$ cat src/rtl/wm_door_lock_ctrl.sv
// Door-latch servo sequencer: lock/unlock handshake, settle and post-spin cooldown timing, faults.
// Optional WM_DOOR_AUTOCLR_EN: FAULT self-clears after a full tick with door closed and no lock request.
module wm_door_lock_ctrl #(
  parameter int unsigned SETTLE_TICKS   = 1000,
  parameter int unsigned COOLDOWN_TICKS = 4000,
  parameter int unsigned CNT_W          = 16
) (
  input  logic       clk,
  input  logic       rstn,
  input  logic       clkCnt_0p5msEnd,
  input  logic       lockReq,
  input  logic       doorClosed,
  input  logic       motorRunning,
  input  logic       faultClr,
  output logic       servoOpen,
  output logic       servoClose,
  output logic       doorLocked,
  output logic       doorBusy,
  output logic       doorFault,
  output logic [2:0] doorState
);

  typedef enum logic [2:0] {
    StInit       = 3'd0,
    StUnlocked   = 3'd1,
    StLockWait   = 3'd2,
    StLocked     = 3'd3,
    StUnlockHold = 3'd4,
    StUnlockWait = 3'd5,
    StFault      = 3'd6
  } state_e;

  state_e             state_q, state_d;
  logic [CNT_W-1:0]   cnt_q, cnt_d;
  logic               open_d, close_d;
  logic               settle_done, cool_done;

  assign settle_done = clkCnt_0p5msEnd && (cnt_q == CNT_W'(SETTLE_TICKS - 1));
  assign cool_done   = clkCnt_0p5msEnd && (cnt_q == CNT_W'(COOLDOWN_TICKS - 1));

  always_comb begin
    state_d = state_q;
    cnt_d   = clkCnt_0p5msEnd ? cnt_q + CNT_W'(1) : cnt_q;
    open_d  = 1'b0;
    close_d = 1'b0;
    unique case (state_q)
      StInit: begin
        open_d  = 1'b1;
        state_d = StUnlockWait;
      end
      StUnlocked: begin
        if (lockReq && doorClosed) begin
          close_d = 1'b1;
          state_d = StLockWait;
        end
      end
      StLockWait: begin
        if (!doorClosed) begin
          open_d  = 1'b1;
          state_d = StFault;
        end else if (settle_done) begin
          state_d = StLocked;
        end
      end
      StLocked: begin
        if (!doorClosed) begin
          open_d  = 1'b1;
          state_d = StFault;
        end else if (!lockReq) begin
          state_d = StUnlockHold;
        end
      end
      StUnlockHold: begin
        if (!doorClosed) begin
          open_d  = 1'b1;
          state_d = StFault;
        end else if (lockReq) begin
          state_d = StLocked;
        end else if (motorRunning) begin
          cnt_d = '0;
        end else if (cool_done) begin
          open_d  = 1'b1;
          state_d = StUnlockWait;
        end
      end
      StUnlockWait: begin
        if (settle_done) state_d = StUnlocked;
      end
      StFault: begin
`ifdef WM_DOOR_AUTOCLR_EN
        // Counter tracks ticks seen while the safe condition holds; the second one closes the interval.
        if (!doorClosed || lockReq) begin
          cnt_d = '0;
        end else if (clkCnt_0p5msEnd && (cnt_q == CNT_W'(1))) begin
          state_d = StUnlockWait;
        end
`endif
        if (faultClr && !lockReq) state_d = StUnlockWait;
      end
      default: state_d = StInit;
    endcase
    if (state_d != state_q) cnt_d = '0;
  end

  always_ff @(posedge clk or negedge rstn) begin
    if (!rstn) begin
      state_q    <= StInit;
      cnt_q      <= '0;
      servoOpen  <= 1'b0;
      servoClose <= 1'b0;
      doorLocked <= 1'b0;
      doorBusy   <= 1'b0;
      doorFault  <= 1'b0;
      doorState  <= 3'd0;
    end else begin
      state_q    <= state_d;
      cnt_q      <= cnt_d;
      servoOpen  <= open_d;
      servoClose <= close_d;
      doorLocked <= (state_d == StLocked) || (state_d == StUnlockHold);
      doorBusy   <= (state_d == StInit) || (state_d == StLockWait) || (state_d == StUnlockWait);
      doorFault  <= (state_d == StFault);
      doorState  <= state_d;
    end
  end

endmodule

$ cat config.mk
export PLATFORM = sky130hd
export DESIGN_NAME = wm_door_lock_ctrl
export DESIGN_NICKNAME = d
export VERILOG_FILES = /design/src/rtl/wm_door_lock_ctrl.sv
export SDC_FILE = /design/constraint.sdc
export NUM_CORES = 1
export LEC_CHECK = 0
export ABC_AREA = 1
export BUFFER_PORTS_ARGS = -buffer_cell sky130_fd_sc_hd__buf_2
export CELL_PAD_IN_SITES_DETAIL_PLACEMENT = 0
export CELL_PAD_IN_SITES_GLOBAL_PLACEMENT = 1
export CORE_UTILIZATION = 45
export CTS_BUF_LIST = sky130_fd_sc_hd__clkbuf_8
export CTS_CLUSTER_DIAMETER = 150
export DETAILED_ROUTE_END_ITERATION = 16
export PLACE_DENSITY_LB_ADDON = 0.3
export SETUP_SLACK_MARGIN = 0.2
export SLEW_MARGIN = 10
export SYNTH_ARGS = -nofsm -noshare
export SYNTH_HDL_FRONTEND = slang
export SYNTH_SLANG_ARGS = --single-unit
$ cat constraint.sdc
create_clock -name clk -period 1.8 [get_ports clk]
set_input_delay 0.18 -clock clk [delete_from_list [all_inputs] [get_ports clk]]
set_output_delay 0.18 -clock clk [all_outputs]
set_load 0.1 [all_outputs]
==> metrics.md, run 1 <==
| Metric | Value |
|---|---|
| Status | `finished clean` |
| CP startpoint | `cnt_q[0]$_DFF_PN0_` |
| Netlist cell types | `34` |
| CORE AREA | `0.00347 mm^2` |
| DR vias | `1446` |
| Multi-input gate area | `0.00101 mm^2` |
| Worst setup EP type | `flop` |
| Full die area | `0.00398 mm^2` |
| Number of top-level pins | `15` |
| Layout Cells excl Fill | `299` |
| Part of the power in registers | `0.234` |
| Most common cell in the netlist | `nand2_1` |
| GP Congestion | `0.776` |
| EDFF count, synth | `0` |
| Post-Route WL | `3540 um` |
| Synth Warn # | `0` |
| Die H | `63.1 um` |
| Top cell type's share of synthesized area | `0.357` |
| Final slew viol count | `0` |
| Worst r2r dst | `cnt_q[8]$_DFF_PN0_` |
| Synth async-reset ratio | `1.00` |
| Seq/Total Area, Yosys | `0.357` |
| VDD IR-drop max | `1.19 mV` |
| Synth cell count leaders | `45 x nand2_1, 29 x nor2_1, 24 x dfrtp_1` |
| Switching portion of total power | `0.522` |
| Register Area | `613 um^2` |
| Antenna diode count | `0` |
| Largest net degree at the start of global routing | `25` |
| Worst reg2reg path startpoint | `cnt_q[0]$_DFF_PN0_` |
| CTS H-tree lvls | `1` |
| Area Growth Syn to Fin | `26.7%` |
| Remaining routing DRC violations | `0` |
| First-pass GRT wire length | `6330 um` |
| Syn_area_per_cell | `7.74 um^2` |
| Slew headroom | `0.619` |
| Worst Path Arrival | `1.92 ns` |
| Highest clock rate | `583 MHz` |
| Sinks on Clock Net | `24` |
| DRT Pass-1 Iters | `4` |
| Vias per cell | `4.84` |
| Tot Pwr | `3.31 mW` |
| CTS tree | `yes` |
| Row count | `21` |
| Synth Instances | `217` |
| ANT nets after route | `0` |
| Combinational Power Share | `0.623` |
| Leading area contributor after synthesis | `dfrtp_1` |
| DR iter-0 viols | `33` |
| Die Wd | `63.1 um` |
| Internal Pwr Total | `1.59 mW` |
| Mapped Nets | `225` |
| Top FF cell, synth | `dfrtp_1` |
| Worst-Skew Late Latency | `0.27 ns` |
| Hold slack final | `0.247 ns` |
| CP required | `2.01 ns` |
| Crit path max fanout | `8` |
| Cts bufs inserted | `3` |
| Flop-to-flop setup slack | `0.08 ns` |
| Cell area after synthesis | `0.00168 mm^2` |
| Initial antenna violation count | `0` |
| Share of layout cells above drive strength 1 | `0.455` |
| Fillers | `331` |
| Final Critical Period | `1.72 ns` |
| RSZ-0062 raised after global routing | `true` |
| Leak Pwr | `1.01 nW` |
| Final hold violations | `0` |
| Fin area | `0.00213 mm^2` |
| Port bufs | `14` |
| HPWL after DPL | `2610 um` |
| DR WL/cell | `11.8 um` |
| Setup violators final | `0` |
| Grt ovf | `0` |
| Final Cycle Share | `0.953` |
| Placed Area | `0.00189 mm^2` |
| CP Launch Type | `flop` |
| Area contributors post-synth | `dfrtp_1 36%, nand2_1 10%, nor2_4 6.7%` |
| End point of the critical path | `cnt_q[8]$_DFF_PN0_` |
| Setup Skew | `0.00251 ns` |
| Psw | `1.73 mW` |
| GRT Overall Usage | `0.201` |
| Root Driver | `clkbuf_8` |
| Initial Util | `0.484` |
| Seq cells post-synth | `24` |
| Slew @ Worst Pin | `0.571 ns` |
| Max_cap viols | `0` |
| Inst Count DP | `284` |
| Nets | `262` |
| R2R cell count | `14` |
| Clock tree buffer depth | `2` |
| Pwr Density | `1560 mW/mm^2` |
| Worst hold path class | `in -> reg` |
| Clock transition at path regs | `0.09 ns` |
| Clock power share | `0.143` |
| Critical path class | `reg -> reg` |
| Vias in the first global route | `1398` |
## sequential cells by signal, summed over array words and instances, names as in the netlist
name and count:
state_q 3, servoOpen 1, servoClose 1, doorFault 1
doorLocked 1, cnt_q 16, doorBusy 1
## stage by stage
stage                     setup WS [ns]   util  TNS, ns
after global placement           0.0451  0.545        0
after CTS                        0.0763  0.590        0
after floorplan                 -0.0208      -   -0.207
after global routing            -0.0434  0.614   -0.425
after detailed placement         0.0126  0.545        0
final                            0.0839  0.614        0
## critical path, cell delays in order, from the launching register on
cell     delay [ns]
dfrtp_1        0.36
ha_2           0.20
nand2_2        0.06
inv_4          0.08
nand2_4        0.06
nor2_4         0.09
nand3_2        0.10
nand2_1        0.08
nand2_1        0.05
nand2_1        0.06
nand2_2        0.07
nand2_2        0.09
nand3_4        0.11
buf_12         0.18
nor2_4         0.07
## power groups by stage
stage / logic, mW / registers [mW] / clock network [mW]
final: 2.07 / 0.775 / 0.474
after global routing: 2.22 / 0.787 / 0.511
after CTS: 2.02 / 0.771 / 0.482
after detailed placement: 1.89 / 0.781 / 0
after global placement: 1.89 / 0.779 / 0
after floorplan: 1.01 / 1.27 / 0
## worst min-delay path by stage
stage                     from                   end  cells past startpoint
finish              doorClosed  servoClose$_DFF_PN0_                      3
floorplan                 rstn    cnt_q[0]$_DFF_PN0_                      0
global route        doorClosed  servoClose$_DFF_PN0_                      3
CTS                 doorClosed  servoClose$_DFF_PN0_                      3
global placement          rstn    cnt_q[7]$_DFF_PN0_                      1
detailed placement        rstn    cnt_q[7]$_DFF_PN0_                      1
## cell usage in the layout, fill, tap and decap left out, drive strengths merged, types with 4 or more instances in the layout
cell    n
a21oi   4
nor3    4
dfrtp  24
buf    35
nand3  18
nand4   5
nor2   48
o21ai   7
nand2  56
inv    29
## routing by layer
metal	wire length (um)	vias to the layer above	GRT usage
li1	-	756	-
met1	1730	665	0.276
met2	1700	19	0.329
met3	60	6	0.0217
met4	48	0	0.0610
met5	0	-	0
## cells by family after synthesis
family	synth area share
simple gates	0.463
fa+ha+maj	0.00744
xor+xnor	0.0104
buf+inv	0.0923
flops	0.357
compound gates	0.0692
## layout make-up
| type | instances | share of cell area |
|---|---|---|
| well taps | 46 | 0.0270 |
| clock inverters | 1 | 0.0141 |
| multi-input cells | 159 | 0.474 |
| clock buffers | 3 | 0.0194 |
| flip-flops and latches | 24 | 0.288 |
| repair buffers | 36 | 0.121 |
| inverters | 30 | 0.0564 |
## timing repair
item	4_1_cts	5_1_grt
hold buffers	1	0
setup endpoints to repair	18	19
gates resized for setup	13	16
pin swaps	10	14
hold endpoints to repair	24	0
gates cloned	0	0
buffers inserted	5	5
(Power assumes the default switching activity.)
==> run 2: changes to the inputs <==
--- a/config.mk
+++ b/config.mk
@@ -9,11 +9,13 @@
 export BUFFER_PORTS_ARGS = -buffer_cell sky130_fd_sc_hd__buf_2
 export CELL_PAD_IN_SITES_DETAIL_PLACEMENT = 0
 export CELL_PAD_IN_SITES_GLOBAL_PLACEMENT = 1
+export CORE_MARGIN = 1.5
 export CORE_UTILIZATION = 45
 export CTS_BUF_LIST = sky130_fd_sc_hd__clkbuf_8
 export CTS_CLUSTER_DIAMETER = 150
 export DETAILED_ROUTE_END_ITERATION = 16
 export PLACE_DENSITY_LB_ADDON = 0.3
+export REMOVE_ABC_BUFFERS = 1
 export SETUP_SLACK_MARGIN = 0.2
 export SLEW_MARGIN = 10
 export SYNTH_ARGS = -nofsm -noshare
==> run 2 against run 1 <==
The run now ends with negative setup slack left. Critical endpoint is now cnt_q[9]$_DFF_PN0_. Via count increased by 3.0%. First-iteration DRC count increased by 100%. Sequential power shrank 5.8%. Routed wire length increased by 3.4%.
==> metrics.md, run 2 (synthesized netlist as in run 1, its figures left out) <==
| Metric | Value |
|---|---|
| CP Launch Type | `flop` |
| Worst setup margin | `-0.00957 ns` |
| HPWL after DPL | `2770 um` |
| Clock transition at path regs | `0.09 ns` |
| Most common cell after layout, fill and taps aside | `nand2_1` |
| VDD IR-drop max | `1.37 mV` |
| ANT nets after route | `0` |
| Nets | `269` |
| Number of top-level pins | `15` |
| Top Registers | `cnt_q: 16 flops, state_q: 3 flops` |
| Final hold violations | `0` |
| Crit path max fanout | `7` |
| Vias in the first global route | `1495` |
| Worst hold path class | `in -> reg` |
| Max_cap viols | `0` |
| Max reg flops | `16` |
| Antenna diode count | `0` |
| DR WL/cell | `11.9 um` |
| Worst-Skew Late Latency | `0.26 ns` |
| Cts bufs inserted | `3` |
| Final Critical Period | `1.81 ns` |
| Commonest non-fill, non-tap cells in the layout | `41 x nand2_1, 23 x nor2_1, 22 x dfrtp_1, 21 x buf_4, 17 x inv_1` |
| Slew @ Worst Pin | `0.559 ns` |
| Setup Skew | `0.00322 ns` |
| Highest clock rate | `553 MHz` |
| Vias per cell | `4.84` |
| CTS tree | `yes` |
| Leak Pwr | `1.03 nW` |
| Hold slack final | `0.257 ns` |
| Place WS | `-0.0213 ns` |
| Initial Util | `0.462` |
| First-pass GRT wire length | `6470 um` |
| CTS H-tree lvls | `1` |
| Slew headroom | `0.627` |
| Root Driver | `clkbuf_8` |
| Final slew viol count | `0` |
| DRT Pass-1 Iters | `4` |
| CORE AREA | `0.00363 mm^2` |
| Area Growth Syn to Fin | `29.5%` |
| DR vias | `1490` |
| Port bufs | `14` |
| Sinks on Clock Net | `24` |
| GP Congestion | `0.811` |
| Initial antenna violation count | `0` |
| CP required | `1.95 ns` |
| RSZ-0062 raised after global routing | `true` |
| Grt ovf | `0` |
| GRT Overall Usage | `0.196` |
| Most flops, register | `cnt_q` |
| Die Wd | `64.1 um` |
| Violations in the final reports | `negative setup slack` |
| Critical path class | `reg -> reg` |
| Remaining routing DRC violations | `0` |
| Final Cycle Share | `1.01` |
| Pwr Density | `1630 mW/mm^2` |
| Status | `complete, but fails checks` |
| Share of layout cells above drive strength 1 | `0.435` |
| DR iter-0 viols | `66` |
| Clock tree buffer depth | `2` |
| Worst Path Arrival | `1.96 ns` |
| Die H | `64.1 um` |
| Row count | `22` |
| Worst setup EP type | `flop` |
| Largest net degree at the start of global routing | `25` |
| Post-Route WL | `3660 um` |
| Setup violators final | `4` |
| Full die area | `0.00411 mm^2` |
## run 2: cell count changes in the layout (fill, tap and decap cells not counted), sizes merged
cell / change
bufinv: -1
buf: +7
clkbuf: +1
## run 2: repair_timing
action                                 in CTS  in global routing
buffers inserted                            6                  5
endpoints found under the hold margin      24                  0
pin swaps                                   5                  9
setup endpoints to repair                  18                 19
resized for setup                          10                 21
gates cloned                                0                  0
hold buffers                                1                  0
## run 2: path summary, 6_finish.rpt
kind	start	endpoint	slack, ns	cells past startpoint
min reg2reg	cnt_q[15]$_DFF_PN0_	cnt_q[15]$_DFF_PN0_	0.64	3
max	cnt_q[1]$_DFF_PN0_	cnt_q[9]$_DFF_PN0_	-0.01	13
min	doorClosed	servoClose$_DFF_PN0_	0.26	3
max in group asynchronous	rstn	state_q[0]$_DFF_PN0_	0.95	2
max reg2reg	cnt_q[1]$_DFF_PN0_	cnt_q[9]$_DFF_PN0_	-0.01	13
min in group asynchronous	rstn	cnt_q[2]$_DFF_PN0_	0.44	2
## run 2: per-stage QoR
step	TNS (ns)	cells	power [mW]	utilization	area, um^2
after floorplan	-9.40	213	2.10	-	1640
after global placement	0	292	2.81	0.532	1930
after detailed placement	-0.0581	292	2.81	0.532	1930
after CTS	-0.00352	303	3.32	0.567	2060
after global routing	-1.57	308	3.74	0.599	2180
final	-0.0248	308	3.55	0.599	2180
## run 2: final cells by class
cell class	count	area (um^2)
well taps	48	60.1
fillers	341	1460
clock buffers	4	55.1
flip-flops and latches	24	603
inverters	30	118
repair buffers	43	343
multi-input cells	159	997
## run 2: metal layers
layer	vias to the layer above	GRT usage	share of wire
met5	-	0	0
met4	0	0.0399	0.0055
met3	2	0.0229	0.045
met2	35	0.332	0.49
met1	683	0.272	0.46
li1	770	-	-
## run 2: worst max-delay path: stages, from the launching register on
cell and delay, ns:
dfrtp_1 0.37, ha_2 0.20, nand2_2 0.07, inv_4 0.08, nand2_2 0.09, nor2_1 0.11, nand2_1 0.08, nand2_1 0.07
nand4_2 0.10, nor2_1 0.14, nor2_2 0.06, nand3_4 0.15, buf_12 0.15, nor2_4 0.03
## run 2: power by group
| part | internal [mW] | switching (mW) | leakage (nW) | total, mW |
|---|---|---|---|---|
| registers | 0.638 | 0.0918 | 0.321 | 0.730 |
| logic | 0.911 | 1.54 | 0.682 | 2.45 |
| clock network | 0.195 | 0.176 | 0.0288 | 0.371 |
| total | 1.74 | 1.80 | 1.03 | 3.55 |
==> run 3: changes to the inputs <==
--- a/config.mk
+++ b/config.mk
@@ -10,7 +10,7 @@
 export CELL_PAD_IN_SITES_DETAIL_PLACEMENT = 0
 export CELL_PAD_IN_SITES_GLOBAL_PLACEMENT = 1
 export CORE_MARGIN = 1.5
-export CORE_UTILIZATION = 45
+export CORE_UTILIZATION = 49
 export CTS_BUF_LIST = sky130_fd_sc_hd__clkbuf_8
 export CTS_CLUSTER_DIAMETER = 150
 export DETAILED_ROUTE_END_ITERATION = 16
==> constraint.sdc (replaced) <==
create_clock -name clk -period 2.17 [get_ports clk]
set_input_delay 0.217 -clock clk [delete_from_list [all_inputs] [get_ports clk]]
set_output_delay 0.217 -clock clk [all_outputs]
set_load 0.1 [all_outputs]
==> run 3 against run 2 <==
The run now ends clean. Die area shrank 7.8%. Clock skew up 0.0011 ns. Routed wire length fell by 10%. Register-to-register slack gained 0.38 ns. Utilization is 3.9 points lower. Clock-buffer cell count fell by 1. Power down 33%. Combinational power decreased by 40%. Design area down 15%. Global-route usage is 0.33 points higher. Cell count shrank 9.1%. Highest routed layer unchanged.
==> metrics.md, run 3 (synthesized netlist as in run 1, its figures left out) <==
| Metric | Value |
|---|---|
| Setup violators final | `0` |
| DR iter-0 viols | `67` |
| VDD IR-drop max | `1.35 mV` |
| Worst hold path class | `in -> reg` |
| Final TNS setup | `0 ns` |
| Tot Pwr | `2.36 mW` |
| Row count | `21` |
| Highest clock rate | `556 MHz` |
| Slew headroom | `0.635` |
| Clock tree buffer depth | `2` |
| Final Critical Period | `1.80 ns` |
| Commonest non-fill, non-tap cells in the layout | `45 x nand2_1, 29 x nor2_1, 24 x dfrtp_1, 19 x inv_1, 14 x buf_2` |
| Worst setup margin | `0.371 ns` |
| Layout Utilization | `0.559` |
| Switching portion of total power | `0.567` |
| Setup Skew | `0.00437 ns` |
| Worst r2r dst | `cnt_q[3]$_DFF_PN0_` |
| Post-Route WL | `3280 um` |
| Most flops, register | `cnt_q` |
| Initial Util | `0.508` |
| Pwr Density | `1270 mW/mm^2` |
| Place WS | `0.211 ns` |
| CP Launch Type | `flop` |
| Fillers | `329` |
| CTS tree | `yes` |
| Slew @ Worst Pin | `0.548 ns` |
| Grt ovf | `0` |
| Remaining routing DRC violations | `0` |
| Most common cell after layout, fill and taps aside | `nand2_1` |
| Final slew viol count | `0` |
| Post-CTS Resized | `0` |
| Vias in the first global route | `1291` |
| R2R cell count | `9` |
| Antenna diode count | `0` |
| Hold path depth | `3` |
| Inst Count DP | `274` |
| GRT Overall Usage | `0.200` |
| Worst-Skew Late Latency | `0.27 ns` |
| Worst Path Arrival | `2.01 ns` |
| Clock power share | `0.113` |
| ANT nets after route | `0` |
| Port bufs | `14` |
| Max_cap viols | `0` |
| DR vias | `1392` |
| Hold endpoint | `servoClose$_DFF_PN0_` |
| Internal Pwr Total | `1.02 mW` |
| Layout Cells excl Fill | `280` |
| Final hold violations | `0` |
| CP required | `2.38 ns` |
| Area Growth Syn to Fin | `10.2%` |
| Die Wd | `61.6 um` |
| Final Cycle Share | `0.829` |
| Clock transition at path regs | `0.08 ns` |
| DR WL/cell | `11.7 um` |
| Max reg flops | `16` |
| GP Congestion | `0.885` |
| Die H | `61.6 um` |
| Critical path class | `reg -> reg` |
| Sinks on Clock Net | `24` |
| Worst reg2reg path startpoint | `state_q[0]$_DFF_PN0_` |
| Vias per cell | `4.97` |
| Root Driver | `clkbuf_8` |
| Top Registers | `cnt_q: 16 flops, state_q: 3 flops` |
| Hold slack final | `0.281 ns` |
| Number of top-level pins | `15` |
| Full die area | `0.00379 mm^2` |
| Leak Pwr | `0.870 nW` |
| CORE AREA | `0.00331 mm^2` |
| Fin area | `0.00185 mm^2` |
| Flop-to-flop setup slack | `0.37 ns` |
| DRT Pass-1 Iters | `4` |
| Placed Area | `0.00177 mm^2` |
| Crit path max fanout | `13` |
| Combinational Power Share | `0.628` |
| Part of the power in registers | `0.259` |
| Psw | `1.34 mW` |
| Share of layout cells above drive strength 1 | `0.308` |
| Initial antenna violation count | `0` |
| Nets | `244` |
| HP Start | `doorClosed` |
| Largest net degree at the start of global routing | `25` |
| CTS H-tree lvls | `1` |
| RSZ-0062 raised after global routing | `false` |
| Cts bufs inserted | `3` |
| Status | `finished clean` |
| HPWL after DPL | `2500 um` |
| First-pass GRT wire length | `5580 um` |
| Worst setup EP type | `flop` |
## run 3: changes by cell type in the layout (fill, tap and decap cells not counted), sizes merged
| cell | change |
|---|---|
| buf | -25 |
| clkbuf | -1 |
## run 3: timing repair
action	in CTS	in global routing
hold endpoints to repair	24	0
endpoints found under the setup margin	5	0
buffers inserted	2	0
hold buffers	1	0
## run 3: how the worst max path moves through the flow
stage / depth (start not counted) / to / from / slack, ns
global placement: 12 / cnt_q[4]$_DFF_PN0_ / state_q[0]$_DFF_PN0_ / 0.26
CTS: 14 / cnt_q[3]$_DFF_PN0_ / cnt_q[0]$_DFF_PN0_ / 0.37
global route: 14 / cnt_q[15]$_DFF_PN0_ / cnt_q[0]$_DFF_PN0_ / 0.24
detailed placement: 13 / cnt_q[3]$_DFF_PN0_ / cnt_q[0]$_DFF_PN0_ / 0.21
finish: 9 / cnt_q[3]$_DFF_PN0_ / state_q[0]$_DFF_PN0_ / 0.37
floorplan: 12 / cnt_q[0]$_DFF_PN0_ / state_q[0]$_DFF_PN0_ / -0.19
## run 3: power by group through the flow
stage	sequential [mW]	clock [mW]	combinational [mW]
finish	0.611	0.268	1.48
global route	0.622	0.288	1.57
CTS	0.609	0.273	1.49
detailed placement	0.618	0	1.37
global placement	0.612	0	1.36
floorplan	1.05	0	0.696
## run 3: metal layers
layer	vias up	wire length, um	global-route usage
met3	5	74	0.0252
met1	649	1520	0.254
met2	20	1630	0.341
li1	718	-	-
met5	-	0	0
met4	0	61	0.0821
## run 3: cell type report
class	instances	area, um^2	area share
Clock buffer	3	41.3	0.0223
Inverter	30	113	0.0608
Multi-Input combinational cell	159	925	0.499
Sequential cell	24	601	0.324
Tap cell	46	57.6	0.0311
Timing Repair Buffer	18	115	0.0622
## run 3: worst max-delay path, cell delays in order, from the launching register on
cell	delay [ns]
dfrtp_1	0.59
nand3_1	0.20
a21oi_1	0.18
inv_1	0.08
nand4_2	0.11
nor2_1	0.06
nor2_2	0.13
nand3_4	0.10
buf_12	0.18
nor2_1	0.09
